<file path="src/rtl/load_store_unit_pkg.sv">
// load_store_unit_pkg
//   Shared definitions for the load/store unit: FSM state encodings, the
//   lane index width, the word-alignment mask and a small alignment helper.
//   No ports; imported by load_store_unit and byte_lane_mux.
package load_store_unit_pkg;

  localparam int          LANE_W     = 2;
  localparam logic [31:0] ALIGN_MASK = 32'hFFFF_FFFC;

  typedef enum logic [1:0] {
    ST_IDLE  = 2'd0,
    ST_READ  = 2'd1,
    ST_WRITE = 2'd2,
    ST_RESP  = 2'd3
  } lsu_state_t;

  function automatic logic [31:0] word_align(input logic [31:0] addr);
    return addr & ALIGN_MASK;
  endfunction

endpackage

</file>
<file path="src/rtl/load_store_unit_byte_lane_mux.sv">
// byte_lane_mux
//   Combinational little-endian byte lane helper.
//   i_word   : source 32-bit word (lane 0 = bits [7:0])
//   i_lane   : selected byte lane
//   i_byte   : byte to insert into the selected lane
//   o_merged : i_word with the selected lane replaced by i_byte
//   o_byte   : the selected lane of i_word
module byte_lane_mux
  import load_store_unit_pkg::*;
(
  input  logic [31:0]       i_word,
  input  logic [LANE_W-1:0] i_lane,
  input  logic [7:0]        i_byte,
  output logic [31:0]       o_merged,
  output logic [7:0]        o_byte
);

  genvar gi;
  generate
    for (gi = 0; gi < 4; gi++) begin : g_lane
      assign o_merged[gi*8 +: 8] = (i_lane == LANE_W'(gi)) ? i_byte : i_word[gi*8 +: 8];
    end
  endgenerate

  assign o_byte = i_word[{i_lane, 3'b000} +: 8];

endmodule

</file>
<file path="src/rtl/load_store_unit.sv">
// load_store_unit
//   Initiator side of the 32-bit data-memory interface. Accepts one
//   load/store at a time, faults misaligned or out-of-range accesses, and
//   performs byte stores as read-modify-write of the aligned word.
//   clk, reset                : clock, asynchronous active-high reset
//   req_valid/req_ready       : request handshake (accept when both high)
//   req_load/req_byte         : access kind (load/store, byte/word)
//   req_addr/req_wdata        : byte address and store data
//   resp_valid/fault/rdata    : one-cycle completion with result
//   mem_address/write_en/
//   write_data/read_data      : memory port (read data is combinational)
module load_store_unit
  import load_store_unit_pkg::*;
#(
  parameter int MEM_BYTES = 1024
) (
  input  logic        clk,
  input  logic        reset,
  input  logic        req_valid,
  output logic        req_ready,
  input  logic        req_load,
  input  logic        req_byte,
  input  logic [31:0] req_addr,
  input  logic [31:0] req_wdata,
  output logic        resp_valid,
  output logic        resp_fault,
  output logic [31:0] resp_rdata,
  output logic [31:0] mem_address,
  output logic        mem_write_en,
  output logic [31:0] mem_write_data,
  input  logic [31:0] mem_read_data
);

  localparam logic [31:0] WA_MAX = 32'(MEM_BYTES - 4);

  lsu_state_t        r_state;
  logic              r_load;
  logic              r_byte;
  logic [LANE_W-1:0] r_lane;
  logic [7:0]        r_wbyte;
  logic              r_req_ready;
  logic              r_resp_valid;
  logic              r_resp_fault;
  logic [31:0]       r_resp_rdata;
  logic [31:0]       r_mem_address;
  logic              r_mem_write_en;
  logic [31:0]       r_mem_write_data;

  logic [31:0] w_wa;
  logic        w_fault;
  logic [31:0] w_merged;
  logic [7:0]  w_lane_byte;

  assign w_wa    = word_align(req_addr);
  // Word accesses must be aligned; any access whose aligned word runs past
  // the end of memory is rejected.
  assign w_fault = (!req_byte && (req_addr[1:0] != 2'b00)) || (w_wa > WA_MAX);

  // Works on the live memory read data during READ; the results are
  // registered, so memory outputs never depend combinationally on inputs.
  byte_lane_mux u_lane_mux (
    .i_word   (mem_read_data),
    .i_lane   (r_lane),
    .i_byte   (r_wbyte),
    .o_merged (w_merged),
    .o_byte   (w_lane_byte)
  );

  always_ff @(posedge clk or posedge reset) begin
    if (reset) begin
      r_state          <= ST_IDLE;
      r_load           <= 1'b0;
      r_byte           <= 1'b0;
      r_lane           <= '0;
      r_wbyte          <= '0;
      r_req_ready      <= 1'b1;
      r_resp_valid     <= 1'b0;
      r_resp_fault     <= 1'b0;
      r_resp_rdata     <= '0;
      r_mem_address    <= '0;
      r_mem_write_en   <= 1'b0;
      r_mem_write_data <= '0;
    end else begin
      case (r_state)
        ST_IDLE: begin
          if (req_valid) begin
            r_load      <= req_load;
            r_byte      <= req_byte;
            r_lane      <= req_addr[1:0];
            r_wbyte     <= req_wdata[7:0];
            r_req_ready <= 1'b0;
            if (w_fault) begin
              r_state      <= ST_RESP;
              r_resp_valid <= 1'b1;
              r_resp_fault <= 1'b1;
              r_resp_rdata <= '0;
            end else if (req_load || req_byte) begin
              r_state       <= ST_READ;
              r_mem_address <= w_wa;
            end else begin
              r_state          <= ST_WRITE;
              r_mem_address    <= w_wa;
              r_mem_write_en   <= 1'b1;
              r_mem_write_data <= req_wdata;
            end
          end
        end
        ST_READ: begin
          if (r_load) begin
            r_state      <= ST_RESP;
            r_resp_valid <= 1'b1;
            r_resp_rdata <= r_byte ? {24'b0, w_lane_byte} : mem_read_data;
          end else begin
            // Byte store: write back the fetched word with one lane replaced.
            r_state          <= ST_WRITE;
            r_mem_write_en   <= 1'b1;
            r_mem_write_data <= w_merged;
          end
        end
        ST_WRITE: begin
          r_state        <= ST_RESP;
          r_mem_write_en <= 1'b0;
          r_resp_valid   <= 1'b1;
          r_resp_rdata   <= '0;
        end
        ST_RESP: begin
          r_state      <= ST_IDLE;
          r_resp_valid <= 1'b0;
          r_resp_fault <= 1'b0;
          r_resp_rdata <= '0;
          r_req_ready  <= 1'b1;
        end
        default: begin
          r_state        <= ST_IDLE;
          r_mem_write_en <= 1'b0;
          r_req_ready    <= 1'b1;
        end
      endcase
    end
  end

  assign req_ready      = r_req_ready;
  assign resp_valid     = r_resp_valid;
  assign resp_fault     = r_resp_fault;
  assign resp_rdata     = r_resp_rdata;
  assign mem_address    = r_mem_address;
  assign mem_write_en   = r_mem_write_en;
  assign mem_write_data = r_mem_write_data;

endmodule

</file>
<file path="config.mk">
export PLATFORM = sky130hd
export DESIGN_NAME = load_store_unit
export DESIGN_NICKNAME = d
export VERILOG_FILES = /design/src/rtl/load_store_unit_pkg.sv /design/src/rtl/load_store_unit_byte_lane_mux.sv /design/src/rtl/load_store_unit.sv
export SDC_FILE = /design/constraint.sdc
export NUM_CORES = 1
export LEC_CHECK = 0
export ABC_CLOCK_PERIOD_IN_PS = 4500
export BUFFER_PORTS_ARGS = -buffer_cell sky130_fd_sc_hd__buf_4
export CORE_MARGIN = 4
export CORE_UTILIZATION = 30
export CTS_BUF_LIST = sky130_fd_sc_hd__clkbuf_8
export CTS_CLUSTER_SIZE = 28
export DETAILED_ROUTE_END_ITERATION = 16
export HOLD_SLACK_MARGIN = 0.02
export MAX_ROUTING_LAYER = met4
export PLACE_DENSITY = 0.59
export SLEW_MARGIN = 40
export SYNTH_ARGS = -nofsm -noshare
export SYNTH_HDL_FRONTEND = slang
export SYNTH_HIERARCHICAL = 1
export SYNTH_SLANG_ARGS = --single-unit
export TNS_END_PERCENT = 10
</file>
<file path="constraint.sdc">
create_clock -name clk -period 4.5 [get_ports clk]
set_input_delay 0.9 -clock clk [delete_from_list [all_inputs] [get_ports clk]]
set_output_delay 0.9 -clock clk [all_outputs]
set_load 0.02 [all_outputs]
</file>
[After elaboration in Yosys (flattened, before gate mapping)]
Index checks and enable logic that the tools add are counted.
Storage, ports and cells
  word-level logic and storage cells: 76
  bits in writable memories: 0
  memory bits (read-only): 0
  bits in latches: 0
  memories kept: 0
  output and inout bits: 100
  bits in registers: 112
Operators by class
  reduce and logical (&&, ||, !) cells: 18
  shift operators: 1
  mux-type cells: 31
  div/mod/pow operators: 0
  $add $sub $neg: 0
  multiply operators: 0
  eq/ne operators: 12
  bitwise operators: 1
  $lt $le $gt $ge: 1
Operators by type and width (count)
  $mux 32: 8
  $pmux 32 s3: 1
  $pmux 32 s2: 1
  $gt 32x10->1 const B: 1
  $mux 8: 4
  $shiftx 32x6->8: 1
  $ne 2x2->1 const B: 6
  $reduce_and 5->1: 2
  $mux 1: 9
  $reduce_and 3->1: 3
  $eq 2x2->1 const B: 4
  $pmux 2 s4: 1
  $mux 2: 3
  $reduce_bool 2->1: 3
  $eq 2x1->1 const B: 2
  $logic_not 2->1: 2
  $pmux 1 s2: 2
  $pmux 1 s4: 1
  $reduce_and 2->1: 2
  $pmux 1 s3: 1
  $reduce_bool 3->1: 1
  $logic_or 1x1->1: 2
  $reduce_or 2->1: 1
  $logic_and 1x1->1: 1
  2 further kinds: 2

[Longest topological paths before layout]
  depth in word-level cells: 6
  depth in mapped cells: 9
  mapped depth without buffers: 7

[Cells and area by module]
Netlist, hierarchy kept.
By module, submodules not included
  load_store_unit: area an instance 4989.8 um^2, cells an instance 401, times used 1
  byte_lane_mux: area an instance 625.6 um^2, cells an instance 48, times used 1

[Least setup slack after synthesis]
OpenSTA, ideal clock, no wires.
  path type: input -> register
  start point: input port req_addr[10]
  end point: register r_mem_write_data[0], in the netlist mem_write_data[0]
  setup time: 0.125 ns
  path buffers: 2
  slack: 1.901 ns
  data arrival time: 2.474 ns
  cell stages on the path: 7
  path through: nor4_2 > nand4_1 > or2_1 > buf_6 > a211o_4 > buf_12 > mux2_4
Between the ends
  word-level cells in the longest chain between the ends: 4
RTL lines
  start, declared: RTL line load_store_unit.sv:23  | input logic [31:0] req_addr,
  $gt 32x10->1: RTL line load_store_unit.sv:57  | assign w_fault = (!req_byte && (req_addr[1:0] != 2'b00)) || (w_wa > WA_MAX);
  $logic_or 1x1->1: RTL line load_store_unit.sv:57
  $ne 2x2->1 (no line)
  $reduce_and 5->1 (no line)
  end signal, assigned: RTL line load_store_unit.sv:104  | r_mem_write_data <= req_wdata;
  end signal, assigned: RTL line load_store_unit.sv:117  | r_mem_write_data <= w_merged;
  end, declared: RTL line load_store_unit.sv:47  | logic [31:0] r_mem_write_data;
Every way passes these cells.
A chain may end at the register's enable or synchronous reset.

[Worst setup path after layout]
  start point: register r_state[1]
  end point: register r_mem_write_data[16], in the netlist mem_write_data[16]
Between the ends
  word-level cells in the longest chain between the ends: 3
  elaborated cells between the ends (all ways): 9
  classes of those cells: eq/ne (5); mux (1); reduce/logical (3)
RTL lines
  start, declared: RTL line load_store_unit.sv:36  | lsu_state_t r_state;
  start signal, assigned: RTL line load_store_unit.sv:71  | r_state <= ST_IDLE;
  start signal, assigned: RTL line load_store_unit.sv:93  | r_state <= ST_RESP;
  start signal, assigned: RTL line load_store_unit.sv:98  | r_state <= ST_READ;
  $eq 2x1->1 / $logic_not 2->1 (equally long branches): RTL line load_store_unit.sv:84  | case (r_state)
  $ne 2x2->1 (no line) / $reduce_bool 2->1 (equally long branches)
  $reduce_and 5->1 (no line)
Several ways; a longest one is shown, not always the timed one.

==> impl_metrics.yaml <==
clocking:
  root_buffer: "clkbuf_8"
  clkTransAtPathRegs_ns: 0.11
  ctsHoldBuffers: 0
  htreeDepth: 3
  cts-resized-gates: 0
  cts.path.max_buffers: 2
  post_cts_buffers: 0
  cts_sinks: 112
  cts_tree: "yes"
  insertion_delay_ns: 0.39
  numCtsBuffers: 9
drt:
  first_pass_iters: 4
  drcViolationCount: 0
  vias: 4094
  drt_iter0_drc: 228
  wl_um: 16700
  ant_nets: 0
  route.detailed.wl_per_inst_um: 19.2
  viasPerCell: 4.71
logic_synthesis:
  synth_top_area_share_pct: 49.5
  async_flop_share_pct: 100
  ys_ff_latch: 112
  syn_area_um2: 5620
  synth_edf_count: 0
  yosys-top-cells-count: "111 x dfrtp_1, 94 x mux2_2, 67 x nand2_1, 37 x o21ai_0, 30 x mux2_4"
  yosysMostFrequentCell: "dfrtp_1"
  avgSynthCellArea_um2: 12.5
  ys_seq_area_share_pct: 49.9
  ys.flop_type: "dfrtp_1"
  ys_top_cells_by_area: "dfrtp_1 49%, mux2_2 19%, mux2_4 8.0%, nand2_1 4.5%, o21ai_0 3.3%"
  yosys_warnings: 6
  synthDistinctLibCells: 36
  synth_top_area_cell: "dfrtp_1"
  synthCells: 449
power:
  seqPwrFrac_pct: 34.8
  pwr_density_cell_nw_per_um2: 625
  p_sw_share_pct: 38.5
  p_int_w: 0.00289
  power.switching_w: 0.00181
  p_comb_share_pct: 50.3
  ir_drop_mv: 0.331
  p_leak_nw: 3.63
  clkPwrFrac_pct: 15.0
global_routing:
  grt_first_pass_wirelength_um: 24700
  grt_pass1_vias: 4199
  antenna_found_initial: 1
  grt_util_met2_pct: 22.6
  grt_max_degree: 75
  grt-busiest-layer: "met2"
  use_met3_pct: 3.75
  gr-usage-met1_pct: 22.5
  grt_usage_pct: 15.9
  overflow: 0
place:
  dpl.hpwl_um: 13000
  port_buffers: 198
  postPlaceCellArea_um2: 7260
  place_inst: 852
  routabilityCongestion: 0.835
floorplan:
  die-area_um2: 21000
  die_y_um: 145
  ios: 201
  start_util_pct: 30.8
  rows: 49
  die_w_um: 145
  core_region_area_um2: 18200
min_path:
  hold_start: "req_ready"
  hold_class: "flop to flop"
  holdPathEnd: "req_ready"
  hold_depth: 2
sta:
  fin_worst_skew_ns: 0.0119
  max_slew_margin_pct: 49.8
  final.setup.tns_ns: 0
  fin_crit_ns: 2.94
  fmax_mhz: 340
  drv_slew: 0
  worstMarginPinSlew_ns: 0.752
  timing.final.crit_share_pct: 65.3
  setup_viol: 0
  hold_viol: 0
  rsz0062_at_grt: "no"
worst_setup_path:
  crit_type: "flop to flop"
  r2r-start: "r_state[1]"
  rr_worst_depth: 7
  crit_fanout: 32
  start_kind: "flop"
  endpoint_kind: "flop"
  r2r_setup_slack_ns: 1.56
  worstPathArrival_ns: 3.22
  slowest_stage: "nand2_1"
  max_stage_delay_ns: 0.53
  path_cells: "inv_1, ha_1, nand2_1, nor3_1, a21oi_1, a211o_4, mux2_4"
  crit_required_ns: 4.78
  reg2reg_to: "mem_write_data[16]"
layout:
  stdcell_count: 869
  postLayoutCellArea_um2: 7510
  final_nets: 739
  nFillCells: 1728
  area_growth_pct: 33.7
  drive_above_1_share_pct: 57.0
flow_run:
  maxCapViolCount: 0
status:
  status: "finished clean"
[worst max-delay path: cells and delay by family (launching register included)]
family                   cells  cell delay (ns)
AO/OA/AOI/OAI                2             0.61
multiplexers                 1             0.38
buffers and inverters        1             0.10
adder cells (fa/ha/maj)      1             0.37
flip-flops                   1             0.44
AND/OR/NAND/NOR              2             0.90
[through the flow]
step | hold WS, ns | power [W] | util [%] | worst slack, ns
floorplan | 0.494 | 0.00328 | - | 0.643
global placement | 0.459 | 0.00398 | 39.9 | 1.46
detailed placement | 0.463 | 0.00402 | 39.9 | 1.31
CTS | 0.480 | 0.00475 | 41.2 | 1.59
global route | 0.493 | 0.00498 | 41.2 | 1.37
finish | 0.476 | 0.00469 | 41.2 | 1.56
[state kept, by name, summed over array words and instances, names as in the netlist, 2 cells and up]
register and count:
r_wbyte 8, mem_write_data 32, resp_rdata 32, r_state 2, r_lane 2, mem_address 30
[routing by layer]
metal / vias to the layer above / wire length, µm
li1: 1921 / -
met1: 2003 / 7730
met2: 147 / 7590
met3: 23 / 1000
met4: 0 / 361
met5: - / 0
[cell families after synthesis]
group	synth area share, %
DFF	49.9
muxes	30.3
and+or+nand+nor	9.85
buffers and inverters	4.08
adders and majority gates	0.891
other	0.0668
AOI/OAI and AO/OA	4.92
[layout make-up]
class                           count  area, µm²  area share [%]
Antenna cell                        1       2.50          0.0333
Clock buffer                        9        124            1.65
Clock inverter                      7        114            1.52
Inverter                            8       35.0           0.467
Multi-Input combinational cell    299       2610            34.8
Sequential cell                   112       2810            37.4
Tap cell                          229        287            3.82
Timing Repair Buffer              204       1530            20.4
[worst max-delay path by stage]
stage                             from                  to  slack (ns)  depth (start not counted)
after floorplan                  reset     mem_address[10]        0.64                          1
after global placement    req_addr[24]      mem_address[4]        1.46                          6
after detailed placement  req_addr[10]      mem_address[5]        1.31                          6
after CTS                   r_state[1]  mem_write_data[16]        1.59                          7
after global routing        r_state[1]  mem_write_data[16]        1.37                          7
final                       r_state[1]  mem_write_data[16]        1.56                          7
[cells in the final DEF (no fill, tap or decap), types with 6 or more instances in the layout]
cell type	Yosys	final
nand2_1	67	67
inv_1	8	7
dfrtp_1	111	110
mux4_2	8	8
a21oi_1	6	6
mux2_2	94	94
o21ai_0	37	37
nor2b_1	24	24
clkbuf_8	0	9
buf_4	2	204
mux2_4	30	30
[power by group through the flow]
stage                     combinational [W]  sequential (W)  clock [W]
final                               0.00236         0.00163   0.000703
after global routing                0.00253         0.00168   0.000771
after CTS                           0.00239         0.00163   0.000731
after detailed placement            0.00238         0.00164          0
after global placement              0.00235         0.00163          0
after floorplan                     0.00145         0.00182          0
(Power assumes the default switching activity.)
